$ cat src/rtl/fifo_stim_sequencer.sv
// Stimulus sequencer for the async-FIFO demo: turns synchronised slow-clock edges into
// single-cycle FIFO write/read strobes with an incrementing data pattern.
module fifo_stim_sequencer #(
  parameter int unsigned DATA_W      = 8,
  parameter int unsigned CNT_W       = 16,
  parameter int unsigned BURST_LEN   = 16,
  parameter int unsigned SYNC_STAGES = 2,
  parameter int unsigned DATA_INIT   = 0
) (
  input  logic              clk_100MHz,
  input  logic              reset_n,
  input  logic              clk_10Hz,
  input  logic              clk_25Hz,
  input  logic              start,
  input  logic [1:0]        mode,
  input  logic              fifo_full,
  input  logic              fifo_empty,
  output logic              wr_en,
  output logic [DATA_W-1:0] wr_data,
  output logic              rd_en,
  output logic              busy,
  output logic              stall,
  output logic [CNT_W-1:0]  wr_count,
  output logic [CNT_W-1:0]  rd_count
);

  typedef enum logic [1:0] {
    StIdle,
    StFill,
    StDrain,
    StStream
  } state_e;

  localparam logic [CNT_W-1:0]  BurstLast = CNT_W'(BURST_LEN);
  localparam logic [DATA_W-1:0] PatInit   = DATA_W'(DATA_INIT);

  // Synchronisers and edge-detect history
  logic [SYNC_STAGES-1:0] sync_wr_q, sync_rd_q, sync_st_q;
  logic                   prev_wr_q, prev_rd_q, prev_st_q;
  logic                   wr_tick, rd_tick, start_lvl, start_rise;

  always_ff @(posedge clk_100MHz or negedge reset_n) begin
    if (!reset_n) begin
      sync_wr_q <= '0;
      sync_rd_q <= '0;
      sync_st_q <= '0;
      prev_wr_q <= 1'b0;
      prev_rd_q <= 1'b0;
      prev_st_q <= 1'b0;
    end else begin
      sync_wr_q <= {sync_wr_q[SYNC_STAGES-2:0], clk_10Hz};
      sync_rd_q <= {sync_rd_q[SYNC_STAGES-2:0], clk_25Hz};
      sync_st_q <= {sync_st_q[SYNC_STAGES-2:0], start};
      prev_wr_q <= sync_wr_q[SYNC_STAGES-1];
      prev_rd_q <= sync_rd_q[SYNC_STAGES-1];
      prev_st_q <= sync_st_q[SYNC_STAGES-1];
    end
  end

  assign wr_tick    = sync_wr_q[SYNC_STAGES-1] & ~prev_wr_q;
  assign rd_tick    = sync_rd_q[SYNC_STAGES-1] & ~prev_rd_q;
  assign start_lvl  = sync_st_q[SYNC_STAGES-1];
  assign start_rise = start_lvl & ~prev_st_q;

  // Sequencer state
  state_e             state_q, state_d;
  logic [DATA_W-1:0]  pattern_q, pattern_d;
  logic [CNT_W-1:0]   burst_q, burst_d;
  logic               wr_en_d, rd_en_d, stall_d, busy_d;
  logic [DATA_W-1:0]  wr_data_d;
  logic [CNT_W-1:0]   wr_count_d, rd_count_d;
  logic               do_wr, do_rd, wr_blocked, rd_blocked;

  always_comb begin
    state_d    = state_q;
    pattern_d  = pattern_q;
    burst_d    = burst_q;
    wr_data_d  = wr_data;
    wr_en_d    = 1'b0;
    rd_en_d    = 1'b0;
    stall_d    = 1'b0;
    do_wr      = 1'b0;
    do_rd      = 1'b0;
    wr_blocked = 1'b0;
    rd_blocked = 1'b0;

    unique case (state_q)
      StIdle: begin
        if (start_rise) begin
          burst_d = '0;
          unique case (mode)
            2'b00:   state_d = StFill;
            2'b01:   state_d = StDrain;
            2'b10:   state_d = StStream;
            default: state_d = StIdle;
          endcase
        end
      end
      StFill: begin
        if (!start_lvl) begin
          state_d = StIdle;
        end else if (wr_tick) begin
          if (fifo_full) begin
            wr_blocked = 1'b1;
          end else begin
            do_wr   = 1'b1;
            burst_d = burst_q + CNT_W'(1);
            if (burst_d == BurstLast) state_d = StIdle;
          end
        end
      end
      StDrain: begin
        if (!start_lvl) begin
          state_d = StIdle;
        end else if (rd_tick) begin
          if (fifo_empty) begin
            rd_blocked = 1'b1;
          end else begin
            do_rd   = 1'b1;
            burst_d = burst_q + CNT_W'(1);
            if (burst_d == BurstLast) state_d = StIdle;
          end
        end
      end
      StStream: begin
        if (!start_lvl) begin
          state_d = StIdle;
        end else begin
          do_wr      = wr_tick & ~fifo_full;
          wr_blocked = wr_tick & fifo_full;
          do_rd      = rd_tick & ~fifo_empty;
          rd_blocked = rd_tick & fifo_empty;
        end
      end
      default: state_d = StIdle;
    endcase

    if (do_wr) begin
      wr_en_d   = 1'b1;
      wr_data_d = pattern_q;
      pattern_d = pattern_q + DATA_W'(1);
    end
    rd_en_d = do_rd;
    // Coincident write and read stalls collapse into a single pulse
    stall_d = wr_blocked | rd_blocked;
    busy_d  = (state_d != StIdle);

    wr_count_d = wr_count;
    if (do_wr && (wr_count != '1)) wr_count_d = wr_count + CNT_W'(1);
    rd_count_d = rd_count;
    if (do_rd && (rd_count != '1)) rd_count_d = rd_count + CNT_W'(1);
  end

  always_ff @(posedge clk_100MHz or negedge reset_n) begin
    if (!reset_n) begin
      state_q   <= StIdle;
      pattern_q <= PatInit;
      burst_q   <= '0;
      wr_en     <= 1'b0;
      wr_data   <= '0;
      rd_en     <= 1'b0;
      busy      <= 1'b0;
      stall     <= 1'b0;
      wr_count  <= '0;
      rd_count  <= '0;
    end else begin
      state_q   <= state_d;
      pattern_q <= pattern_d;
      burst_q   <= burst_d;
      wr_en     <= wr_en_d;
      wr_data   <= wr_data_d;
      rd_en     <= rd_en_d;
      busy      <= busy_d;
      stall     <= stall_d;
      wr_count  <= wr_count_d;
      rd_count  <= rd_count_d;
    end
  end

endmodule

$ cat config.mk
export PLATFORM = sky130hd
export DESIGN_NAME = fifo_stim_sequencer
export DESIGN_NICKNAME = d
export VERILOG_FILES = /design/src/rtl/fifo_stim_sequencer.sv
export SDC_FILE = /design/constraint.sdc
export NUM_CORES = 1
export LEC_CHECK = 0
export ABC_AREA = 1
export CORE_MARGIN = 3
export CORE_UTILIZATION = 32
export DETAILED_ROUTE_END_ITERATION = 8
export HOLD_SLACK_MARGIN = 0.15
export SYNTH_ARGS = -nofsm -noshare
export SYNTH_HDL_FRONTEND = slang
export SYNTH_SLANG_ARGS = --single-unit
$ cat constraint.sdc
create_clock -name clk_100MHz -period 3.31 [get_ports clk_100MHz]
set_input_delay 0.4965 -clock clk_100MHz [delete_from_list [all_inputs] [get_ports clk_100MHz]]
set_output_delay 0.4965 -clock clk_100MHz [all_outputs]
set_load 0.05 [all_outputs]
==> results of run 1 <==
critical path, stage by stage, from the launching register on:
cell     delay (ns)
dfrtp_1        0.42
inv_1          0.16
ha_1           0.24
nor2_1         0.10
nor2_4         0.29
nand2_2        0.17
nor2_4         0.13
nand2_2        0.08
nor2_4         0.10
nand2_2        0.08
nor2_4         0.11
nand3_1        0.09
xor2_1         0.14
power by group:
part	switching, mW	leakage [nW]	internal (mW)
Sequential	0.0860	1.03	1.06
Clock	0.394	0.145	0.607
Combinational	0.517	1.12	0.239
Total	0.997	2.30	1.91
sequential cells by signal, summed over array words and instances (netlist names):
signal and cells:
burst_q 16, busy 1, pattern_q 8, prev_rd_q 1
prev_st_q 1, prev_wr_q 1, rd_count 16, rd_en 1
stall 1, state_q 2, sync_rd_q 2, sync_st_q 2
sync_wr_q 2, wr_count 16, wr_data 8, wr_en 1
cell usage in the layout (no fill, tap or decap), drive strengths merged, types with 11 or more instances in the layout:
cell type,n
nand2,108
dfrtp,79
inv,58
clkdlybuf4s50,51
nor2,44
nand3,32
xor2,26
o21ai,19
ha,12
xnor2,11
nor3,11
stage by stage:
stage	instance area (um^2)	setup slack (ns)	power, mW	hold WS [ns]	std cells
6_report	4862	1.070	2.904	0.3159	641
5_1_grt	4862	0.7812	3.064	0.3484	641
4_1_cts	4862	1.040	2.938	0.3465	641
3_5_place_dp	4556	0.7192	1.921	0.3355	625
3_3_place_gp	4556	0.7673	1.906	0.3322	625
2_1_floorplan	3874	1.192	1.666	0.2009	434
how the worst min path moves through the flow:
stage | cells past startpoint | slack, ns | to
after floorplan | 0 | 0.20 | burst_q[0]
after global placement | 0 | 0.33 | sync_st_q[1]
after detailed placement | 0 | 0.34 | sync_st_q[1]
after CTS | 0 | 0.35 | sync_st_q[1]
after global routing | 0 | 0.35 | sync_st_q[1]
final | 1 | 0.32 | burst_q[6]
layer usage:
layer	GRT usage	vias to the layer above
li1	-	1490
met1	0.1685	1376
met2	0.2064	51
met3	0.03760	7
met4	0.04795	0
met5	0	-
cell families (layout without fill, tap and decap cells):
kind of cell	after synthesis	in the layout	synth area share
AOI/OAI and AO/OA	32	32	0.04813
xor gates and xnor gates	37	37	0.08366
adders and majority gates	12	12	0.03876
buffers and inverters	62	126	0.06104
DFF	79	79	0.5103
muxes	2	2	0.005814
and+or+nand+nor	210	210	0.2523
area by class of cell:
class	instances	area [um^2]
Inverter	57	214.0
Multi-Input combinational cell	293	1660
Sequential cell	79	1977
Timing Repair Buffer	53	525.5
Clock inverter	6	67.56
Clock buffer	10	239.0
Fill cell	1164	6751
Tap cell	143	178.9
==> results.sh, run 1 <==
export IMPL_status="finished, final reports clean"
export IMPL_cellLeakagePower_nw=2.300
export IMPL_synthDominantCellAreaShare=0.5103
export IMPL_relSlewSlack=0.3575
export IMPL_yosysTopAreaCell="dfrtp_1"
export IMPL_final_layout_size_suffix_gt1_frac=0.08032
export IMPL_grt_pass1_wl_mm=13.92
export IMPL_arrival_ns=2.46
export IMPL_cts_resized=0
export IMPL_p_per_area_mw_per_mm2=597.3
export IMPL_fin_crit_ns=2.240
export IMPL_utilization=0.4187
export IMPL_synth_area_leaders="dfrtp_1, nand2_1, xor2_1"
export IMPL_place_hpwl_mm=5.742
export IMPL_endpoint_kind="flop"
export IMPL_fin_tns_setup_ns=0
export IMPL_ys_types=30
export IMPL_grt_usage=0.1298
export IMPL_final_nets=514
export IMPL_grt_pass1_vias=3042
export IMPL_syn_inst=434
export IMPL_r2r_end="wr_count[15]"
export IMPL_start_kind="flop"
export IMPL_cts_setup_buffers=0
export IMPL_overflow=0
export IMPL_grt_start_max_net_pins=80
export IMPL_cts_made_buffers=9
export IMPL_cts_tree="built"
export IMPL_clock_sinks=79
export IMPL_yosysWarnings=0
export IMPL_hold_path_class="in2async"
export IMPL_drtAntennaViolNets=0
export IMPL_routed_wl_mm=7.887
export IMPL_crit_required_ns=3.53
export IMPL_via_count=2924
export IMPL_viasPerCell=4.562
export IMPL_crit_type="reg2reg"
export IMPL_ys_top_cells_by_count="nand2_1, dfrtp_1, inv_1"
export IMPL_rrSetupSlack_ns=1.07
export IMPL_cts_clk_slew_worst_paths_ns=0.06
export IMPL_peakVddDrop_mv=0.3992
export IMPL_fin_skew_ns=0.008209
export IMPL_ys_flop_type="dfrtp_1"
export IMPL_drc=0
export IMPL_synth_edf_count=0
export IMPL_r2r_start="state_q[1]"
export IMPL_port_buffers=52
export IMPL_dr_max_layer_used="met4"
export IMPL_fp_dieArea_mm2=0.01346
export IMPL_cp_max_fo=13
export IMPL_dieHeight_um=116.0
export IMPL_worst_slew_pin_slew_ns=0.9637
export IMPL_ys_ff_latch=79
export IMPL_yosysMostFrequentCell="nand2_1"
export IMPL_wl_per_cell_um=12.30
export IMPL_rsz0062_at_grt="no"
export IMPL_crit_path_end="wr_count[15]"
export IMPL_ctsHoldBuffers=0
export IMPL_worst_r2r_cell_count=12
export IMPL_antenna_cells=0
export IMPL_fmax_mhz=446.4
export IMPL_async_reset_ff_frac=1.000
export IMPL_die_w_um=116.0
export IMPL_rows=39
export IMPL_fin_crit_sh=0.6767
export IMPL_syn_avg_cell_area_um2=8.926
export IMPL_slew_violations=0
export IMPL_io_pins=53
export IMPL_wl_met3_um=384
export IMPL_antenna_found_initial=0
export IMPL_clk_path_buf_depth=2
export IMPL_ys_seq_area_frac=0.5103
export IMPL_root_buffer="clkbuf_16"
export IMPL_synth_net_count=455
export IMPL_htree_levels=3
export IMPL_setup_violations=0
export IMPL_drt_initial_drc_count=100
export IMPL_drv_cap=0
export IMPL_synthToLayoutAreaGrowth_pct=25.52
export IMPL_wl_met2_mm=3.641
export IMPL_hold_viol=0
export IMPL_initial_core_util=0.3335
export IMPL_drt_met1_wl_mm=3.766
export IMPL_dr_pass1_iters=4
export IMPL_startpoint="state_q[1]"
export IMPL_core_area_mm2=0.01161
export IMPL_insertion_delay_ns=0.33
export IMPL_syn_area_mm2=0.003874
export IMPL_place_congestion=0.8400
Power figures use the tool's default switching activity.
==> inputs of run 2 (changes only) <==
==> constraint.sdc (replaced) <==
create_clock -name clk_100MHz -period 2.3 [get_ports clk_100MHz]
set_input_delay 0.345 -clock clk_100MHz [delete_from_list [all_inputs] [get_ports clk_100MHz]]
set_output_delay 0.345 -clock clk_100MHz [all_outputs]
set_load 0.05 [all_outputs]
==> results.sh, run 2 (synthesis results as in run 1) <==
export IMPL_power_total_mw=4.180
export IMPL_rrSetupSlack_ns=0.27
export IMPL_start_kind="flop"
export IMPL_place_hpwl_mm=5.957
export IMPL_worst_slew_pin_slew_ns=0.6088
export IMPL_synthToLayoutAreaGrowth_pct=27.87
export IMPL_drt_initial_drc_count=124
export IMPL_layout_common_cells="nand2_1, dfrtp_1, inv_1, clkdlybuf4s50_1, nor2_1"
export IMPL_placed_cell_area_mm2=0.004621
export IMPL_slew_violations=0
export IMPL_whs_endpoint="sync_rd_q[1]"
export IMPL_cp_max_fo=7
export IMPL_slowest_stage="dfrtp_2"
export IMPL_r2r_end="busy"
export IMPL_final_layout_size_suffix_gt1_frac=0.1028
export IMPL_io_pins=53
export IMPL_p_per_area_mw_per_mm2=843.8
export IMPL_seqPwrFrac=0.397
export IMPL_overflow=0
export IMPL_place_congestion=0.8363
export IMPL_path_delay_family="simple AND/OR/NAND/NOR gates"
export IMPL_p_int_mw=2.750
export IMPL_p_comb_frac=0.271
export IMPL_crit_type="reg2reg"
export IMPL_endpoint_kind="flop"
export IMPL_grt_pass1_vias=3024
export IMPL_core_area_mm2=0.01161
export IMPL_hold_viol=0
export IMPL_startpoint="burst_q[0]"
export IMPL_fin_skew_ns=0.007507
export IMPL_worst_path_most_repeated_cell="nand2_1"
export IMPL_antenna_found_initial=0
export IMPL_antenna_cells=0
export IMPL_htree_levels=3
export IMPL_setup_violations=0
export IMPL_via_count=2999
export IMPL_clkPwrFrac=0.332
export IMPL_cellLeakagePower_nw=2.329
export IMPL_routed_wl_mm=8.130
export IMPL_die_w_um=116.0
export IMPL_r2r_start="burst_q[0]"
export IMPL_arrival_ns=2.23
export IMPL_fin_tns_setup_ns=0
export IMPL_fin_crit_ns=2.033
export IMPL_clk_path_buf_depth=2
export IMPL_cts_tree="built"
export IMPL_crit_required_ns=2.50
export IMPL_drc=0
export IMPL_insertion_delay_ns=0.32
export IMPL_wl_per_cell_um=12.53
export IMPL_port_buffers=52
export IMPL_root_buffer="clkbuf_16"
export IMPL_fin_crit_sh=0.8838
export IMPL_path_buf_inv=0
export IMPL_drtAntennaViolNets=0
export IMPL_fp_dieArea_mm2=0.01346
export IMPL_worst_r2r_cell_count=14
export IMPL_grt_start_max_net_pins=47
export IMPL_final_nets=523
export IMPL_slowest_delay_ns=0.41
export IMPL_holdPathStages=0
export IMPL_clock_sinks=79
export IMPL_dieHeight_um=116.0
export IMPL_mostFrequentLayoutCell="nand2_1"
export IMPL_hold_path_class="reg2reg"
export IMPL_status="finished, final reports clean"
export IMPL_swShare=0.3422
export IMPL_hp_start="sync_rd_q[0]"
export IMPL_relSlewSlack=0.5942
export IMPL_viasPerCell=4.621
export IMPL_drv_cap=0
export IMPL_final_area_mm2=0.004954
export IMPL_dr_pass1_iters=4
export IMPL_grt_pass1_wl_mm=14.29
export IMPL_top_regs="burst_q: 16 flops, rd_count: 16 flops, wr_count: 16 flops"
export IMPL_fmax_mhz=491.9
export IMPL_grt_usage=0.1322
export IMPL_utilization=0.4265
export IMPL_rows=39
export IMPL_p_sw_mw=1.430
export IMPL_crit_chain="ha_4 > nand3_2 > nor2_4 > nand2_1 > nand2_1 > nand2_1 > nor2_1 > nand2_1 > nor2_2 > nand3_1 > nand2_1 > nand2_1 > a21oi_2 > nand2_1"
export IMPL_rsz0062_at_grt="no"
export IMPL_initial_core_util=0.3335
export IMPL_peakVddDrop_mv=0.6888
export IMPL_cts_made_buffers=9
export IMPL_cts_clk_slew_worst_paths_ns=0.07
-- run 2: repair_timing --
action | in CTS | in global routing
gates resized for setup | 0 | 7
hold buffers | 1 | 0
buffers inserted | 0 | 1
hold endpoints to repair | 44 | 0
setup endpoints to repair | 0 | 3
-- run 2: worst reg2reg max path: stages (launching register included) --
cell and delay, ns:
dfrtp_2 0.41, ha_4 0.16, nand3_2 0.11, nor2_4 0.22, nand2_1 0.07, nand2_1 0.10
nand2_1 0.05, nor2_1 0.09, nand2_1 0.07, nor2_2 0.15, nand3_1 0.08, nand2_1 0.06
nand2_1 0.09, a21oi_2 0.16, nand2_1 0.08
-- run 2: layout make-up --
class | instances | area, um^2
fill | 1162 | 6660
sequential | 79 | 1978
multi-input combinational | 293 | 1685
timing repair buffer | 62 | 608.1
clock buffer | 10 | 229.0
inverter | 57 | 214.0
tap | 143 | 178.9
clock inverter | 5 | 60.06
-- run 2: layer usage --
metal,global-route usage,routed length (um),vias to the layer above
li1,-,-,1515
met1,0.1834,3949,1448
met2,0.2079,3875,34
met3,0.03708,272,2
met4,0.02784,32,0
met5,0,0,-
-- run 2: power by group through the flow --
stage	clock, mW	sequential, mW	combinational (mW)
detailed placement	0	1.67	1.11
finish	1.39	1.66	1.13
CTS	1.44	1.65	1.12
global route	1.50	1.68	1.26
floorplan	0	1.93	0.472
global placement	0	1.67	1.10
-- run 2: stage by stage --
step / hold slack, ns / worst slack, ns / std cells
5_1_grt: 0.3538 / 0.01159 / 649
4_1_cts: 0.3510 / 0.09438 / 648
3_5_place_dp: 0.3379 / 0.09046 / 632
6_report: 0.3484 / 0.2672 / 649
2_1_floorplan: 0.04941 / 0.1823 / 434
3_3_place_gp: 0.3340 / 0.1548 / 632
-- run 2: worst max path at each step --
stage          cells past startpoint  slack [ns]           end
3_5_place_dp                      14        0.09  wr_count[15]
4_1_cts                           14        0.09          busy
2_1_floorplan                     11        0.18  rd_count[13]
5_1_grt                           14        0.01          busy
3_3_place_gp                      11        0.15  rd_count[15]
6_report                          14        0.27          busy
